==> src/rtl/ex_muldiv_sequencer.sv <==
// Iterative RV32M multiply/divide sequencer for the EXECUTE stage.
// Shift-add multiply or restoring divide over XLEN cycles, then sign and special-case fix-up.
//
// state  | meaning
// IDLE   | waiting for start_i
// CALC   | one multiply/divide step per cycle, XLEN steps
// FIX    | sign correction, special cases, result register load
// DONE   | done_o high for this cycle; a new start may be accepted
module ex_muldiv_sequencer #(
  parameter int XLEN = 32
) (
  input  logic            clk_i,
  input  logic            reset_i,
  input  logic            start_i,
  input  logic [2:0]      op_i,
  input  logic [XLEN-1:0] operand1_i,
  input  logic [XLEN-1:0] operand2_i,
  input  logic            flush_i,
  output logic            busy_o,
  output logic            done_o,
  output logic [XLEN-1:0] result_o
);

  localparam int CW = $clog2(XLEN);
  localparam logic [CW-1:0] LAST = CW'(XLEN - 1);
  localparam logic [XLEN-1:0] MIN_NEG = {1'b1, {(XLEN-1){1'b0}}};

  localparam logic [2:0] OP_MUL    = 3'b000;
  localparam logic [2:0] OP_MULH   = 3'b001;
  localparam logic [2:0] OP_MULHSU = 3'b010;
  localparam logic [2:0] OP_MULHU  = 3'b011;
  localparam logic [2:0] OP_DIV    = 3'b100;
  localparam logic [2:0] OP_DIVU   = 3'b101;
  localparam logic [2:0] OP_REM    = 3'b110;
  localparam logic [2:0] OP_REMU   = 3'b111;

  typedef enum logic [1:0] {S_IDLE, S_CALC, S_FIX, S_DONE} state_t;

  state_t          state;
  logic [CW-1:0]   count;
  logic [2:0]      op_q;
  logic            sign_q;
  logic            div_zero_q;
  logic            ovf_q;
  logic [XLEN-1:0] op1_q;
  logic [XLEN-1:0] opnd_q;
  logic [XLEN-1:0] acc_hi;
  logic [XLEN-1:0] acc_lo;

  logic            accept;
  logic            signed_a, signed_b, a_neg, b_neg, res_neg, ovf_in;
  logic [XLEN-1:0] abs_a, abs_b;
  logic [XLEN:0]   mul_sum;
  logic [XLEN:0]   div_shift;
  logic [XLEN:0]   div_diff;
  logic [2*XLEN-1:0] prod, prod_fix;
  logic [XLEN-1:0] quot_fix, rem_fix, fix_result;

  assign accept = start_i & ~flush_i & ((state == S_IDLE) | (state == S_DONE));
  assign busy_o = accept | (state == S_CALC) | (state == S_FIX);

  // Operands are converted to magnitudes up front; the result sign is restored in FIX.
  always_comb begin
    signed_a = (op_i == OP_MULH) | (op_i == OP_MULHSU) | (op_i == OP_DIV) | (op_i == OP_REM);
    signed_b = (op_i == OP_MULH) | (op_i == OP_DIV) | (op_i == OP_REM);
    a_neg    = signed_a & operand1_i[XLEN-1];
    b_neg    = signed_b & operand2_i[XLEN-1];
    abs_a    = a_neg ? -operand1_i : operand1_i;
    abs_b    = b_neg ? -operand2_i : operand2_i;
    res_neg  = (op_i == OP_REM) ? a_neg : (a_neg ^ b_neg);
    ovf_in   = ((op_i == OP_DIV) | (op_i == OP_REM)) &
               (operand1_i == MIN_NEG) & (operand2_i == '1);
  end

  // acc_lo holds the multiplier (shifting out) or dividend/quotient (shifting through).
  always_comb begin
    mul_sum   = {1'b0, acc_hi} + {1'b0, (acc_lo[0] ? opnd_q : '0)};
    div_shift = {acc_hi, acc_lo[XLEN-1]};
    div_diff  = div_shift - {1'b0, opnd_q};
  end

  always_comb begin
    prod     = {acc_hi, acc_lo};
    prod_fix = sign_q ? -prod : prod;
    quot_fix = sign_q ? -acc_lo : acc_lo;
    rem_fix  = sign_q ? -acc_hi : acc_hi;
    fix_result = '0;
    case (op_q)
      OP_MUL:                        fix_result = prod_fix[XLEN-1:0];
      OP_MULH, OP_MULHSU, OP_MULHU:  fix_result = prod_fix[2*XLEN-1:XLEN];
      OP_DIV, OP_DIVU: begin
        if (div_zero_q)     fix_result = '1;
        else if (ovf_q)     fix_result = MIN_NEG;
        else                fix_result = quot_fix;
      end
      OP_REM, OP_REMU: begin
        if (div_zero_q)     fix_result = op1_q;
        else if (ovf_q)     fix_result = '0;
        else                fix_result = rem_fix;
      end
      default:              fix_result = '0;
    endcase
  end

  always_ff @(posedge clk_i) begin
    if (reset_i) begin
      state      <= S_IDLE;
      count      <= '0;
      op_q       <= '0;
      sign_q     <= 1'b0;
      div_zero_q <= 1'b0;
      ovf_q      <= 1'b0;
      op1_q      <= '0;
      opnd_q     <= '0;
      acc_hi     <= '0;
      acc_lo     <= '0;
      done_o     <= 1'b0;
      result_o   <= '0;
    end else begin
      done_o <= 1'b0;
      case (state)
        S_IDLE, S_DONE: begin
          if (accept) begin
            op_q       <= op_i;
            sign_q     <= res_neg;
            div_zero_q <= (operand2_i == '0);
            ovf_q      <= ovf_in;
            op1_q      <= operand1_i;
            opnd_q     <= abs_b;
            acc_hi     <= '0;
            acc_lo     <= abs_a;
            count      <= '0;
            state      <= S_CALC;
          end else begin
            state <= S_IDLE;
          end
        end
        S_CALC: begin
          if (flush_i) begin
            state <= S_IDLE;
          end else begin
            if (op_q[2]) begin
              if (!div_diff[XLEN]) begin
                acc_hi <= div_diff[XLEN-1:0];
                acc_lo <= {acc_lo[XLEN-2:0], 1'b1};
              end else begin
                acc_hi <= div_shift[XLEN-1:0];
                acc_lo <= {acc_lo[XLEN-2:0], 1'b0};
              end
            end else begin
              acc_hi <= mul_sum[XLEN:1];
              acc_lo <= {mul_sum[0], acc_lo[XLEN-1:1]};
            end
            count <= count + 1'b1;
            if (count == LAST) state <= S_FIX;
          end
        end
        S_FIX: begin
          if (flush_i) begin
            state <= S_IDLE;
          end else begin
            result_o <= fix_result;
            done_o   <= 1'b1;
            state    <= S_DONE;
          end
        end
        default: state <= S_IDLE;
      endcase
    end
  end

endmodule

==> config.mk <==
export PLATFORM = sky130hd
export DESIGN_NAME = ex_muldiv_sequencer
export DESIGN_NICKNAME = d
export VERILOG_FILES = /design/src/rtl/ex_muldiv_sequencer.sv
export SDC_FILE = /design/constraint.sdc
export NUM_CORES = 1
export LEC_CHECK = 0
export BUFFER_PORTS_ARGS = -buffer_cell sky130_fd_sc_hd__buf_2
export CAP_MARGIN = 20
export CORE_AREA = 8 8 170 332
export DETAILED_ROUTE_END_ITERATION = 16
export DIE_AREA = 0 0 178 340
export GPL_TIMING_DRIVEN = 0
export MAX_ROUTING_LAYER = met4
export PLACE_DENSITY_LB_ADDON = 0.25
export SYNTH_ARGS = -nofsm -noshare
export SYNTH_HDL_FRONTEND = slang
export SYNTH_SLANG_ARGS = --single-unit
==> constraint.sdc <==
create_clock -name clk_i -period 8.2 [get_ports clk_i]
set_clock_uncertainty 0.15 [all_clocks]
set_input_delay 0.82 -clock clk_i [delete_from_list [all_inputs] [get_ports clk_i]]
set_output_delay 0.82 -clock clk_i [all_outputs]
set_load 0.05 [all_outputs]
==> results.ini <==
[clock_tree]
h-tree-depth=4
clkLatencyLatePin_ns=0.46
cts_inserted_buffers=17
postCtsResizedCells=0
cts-root-buf=clkbuf_16
cts_tree=done
cts-hold-fix-buffers=0
cts.path.max_buffers=2
clk_pin_slew_ns=0.07
cts.sinks=174
cts_setup_buffers=0

[drt]
drcViolationCount=0
wl_per_cell_um=23.4
drtPass1Iterations=5
routed_wl_mm=69.2
drt_iter0_markers=1588
ant_nets=0
num_vias=17000
via_per_inst=5.76

[worst_setup_path]
crit_path_cell_trace=inv_1 > clkbuf_1 > ha_1 > inv_1 > nor4_1 > nand4_1 > o21ai_1 > nand2_1 > xor2_1 > a221oi_1 > o21ai_0 > a22o_1
end_kind=flip-flop
crit_required_ns=8.40
slowest_stage=o21ai_1
start_kind=flip-flop
crit_top_cell=inv_1
critPathBufInv=3
path_class=flip-flop to flip-flop
cp.arrival_ns=5.26
path_delay_family=compound AO/OA/AOI/OAI gates
critical_path.max_stage_delay_ns=0.75
cp_max_fo=10

[yosys]
syn_area_per_cell_um2=7.15
yosysMostFrequentCell=nand2_1
synthArstFlopShare_pct=0
synth_cells=2152
yosysTopAreaCell=dfxtp_1
synth_top_cells_by_count=nand2_1, a21oi_1, nor2_1, dfxtp_1, clkbuf_1
synth-edff-count=0
synth_area_mm2=0.0154
ys_warn_count=0
ys_seq_elements=174
synth.top_cell.area_share_pct=22.6
ys_seq_area_share_pct=22.6
synth_ff_type=dfxtp_1
synthDistinctLibCells=81
synth_area_leaders=dfxtp_1, a21oi_1, nand2_1
syn-num-nets=2298

[sta]
slew_headroom_pct=13.6
finalHoldViolCount=0
finalMaxSlewViolations=0
clock.fmax_mhz=198
rsz0062_at_grt=no
period_share_pct=61.7
setup_viol=0
layout_min_cycle_time_ns=5.06
worst_pin_slew_ns=1.29
finalSetupTns_ns=0

[floorplan]
die_area_mm2=0.0605
start_util_pct=29.5
die_w_um=178
core_area_mm2=0.0523
die_h_um=340
io_pins=105
rows=119

[flow_run]
drv_cap=0

[finish]
final_cells=2954
fillers=5734
syn_to_final_growth_pct=13.0
final_net_count=2421
drive_gt1_share_pct=7.95

[placement]
place_inst=2921
place.port_buffers=102
place.gp.congestion=1.03
place.detailed.hpwl_mm=55.3

[global_route]
grt_start_max_net_pins=17
grt_pass1_vias=16300
antenna_found_initial=1
grt_pass1_wl_mm=103
overflow=0
grt_usage_pct=23.0

[power_and_ir_drop]
ir_drop_uv=113
powerDensity_mw_per_mm2=142
p_leak_nw=6.74

[hold_path]
worst_hold_path_type=flip-flop to flip-flop

[outcome]
outcome=finished clean

## logic make-up after synthesis
family / Yosys count / synth area share, %
AND/OR/NAND/NOR: 755 / 22.8
buffers and inverters: 222 / 5.55
AO/OA/AOI/OAI: 700 / 29.4
XOR/XNOR: 168 / 9.56
flip-flops: 174 / 22.6
multiplexers: 58 / 3.84
adder cells (fa/ha/maj): 75 / 6.19
## placed cells by master (no fill, tap or decap), types with 29 or more instances in the layout
cell      count
a21o_1       40
nand3_1      38
o211ai_1     29
xnor2_1      93
o21ai_0     132
ha_1         73
buf_2       106
xor2_1       75
mux2i_1      50
nor2_1      202
clkbuf_1    137
o31ai_1      32
dfxtp_1     174
nand2_1     283
a211oi_1     49
inv_1        69
a21oi_1     217
nor3_1       47
## metal layers
metal	track usage, %	vias to the layer above	wire (um)
li1	-	8058	-
met5	-	-	0
met3	3.30	116	5000
met1	30.4	8115	30600
met4	8.30	0	2470
met2	35.0	736	31200
## area by class of cell
cell class	count	area [um^2]	area share [%]
multi-input cells	1756	11100	63.6
flip-flops and latches	174	3480	20.0
well taps	665	832	4.78
plain buffers	153	596	3.42
repair buffers	104	529	3.04
clock buffers	18	429	2.47
inverters	69	259	1.49
clock inverters	14	203	1.17
diodes	1	2.50	0.0144
## state kept, by name, summed over array words and instances, names as in the netlist
name and count:
acc_hi 32, acc_lo 32, count 5, div_zero_q 1, done_o 1, op1_q 32
op_q 3, opnd_q 32, ovf_q 1, result_o 32, sign_q 1, state 2
## worst reg2reg max path: stages, from the launching register on
cell and delay, ns:
dfxtp_1 0.44, inv_1 0.34, clkbuf_1 0.54, ha_1 0.33
inv_1 0.15, nor4_1 0.40, nand4_1 0.57, o21ai_1 0.75
nand2_1 0.13, xor2_1 0.21, a221oi_1 0.43, o21ai_0 0.27
a22o_1 0.25
## final timing paths
path / depth (start not counted) / to / slack [ns] / start
setup / recovery: 12 / result_o[14]$_SDFFE_PP0P_ / 3.14 / acc_lo[0]$_SDFFE_PP0P_
hold / removal: 2 / opnd_q[31]$_SDFFE_PP0P_ / 0.31 / opnd_q[31]$_SDFFE_PP0P_
setup reg to reg: 12 / result_o[14]$_SDFFE_PP0P_ / 3.14 / acc_lo[0]$_SDFFE_PP0P_
hold reg to reg: 2 / opnd_q[31]$_SDFFE_PP0P_ / 0.31 / opnd_q[31]$_SDFFE_PP0P_
## report_power, final
group	total, mW	switching (mW)	internal, mW
registers	0.906	0.0309	0.875
clock network	0.927	0.409	0.518
logic	0.631	0.423	0.208
## per-stage QoR
step	setup WS, ns	cell area (um^2)	total power [mW]	util [%]	hold WS, ns
floorplan	4.72	15400	1.32	-	0.282
global placement	3.31	16700	1.54	32.0	0.292
detailed placement	3.41	16800	1.54	32.1	0.294
CTS	3.38	17400	2.47	33.3	0.305
global route	3.10	17400	2.56	33.3	0.323
finish	3.14	17400	2.46	33.3	0.305
Power figures use the tool's default switching activity.
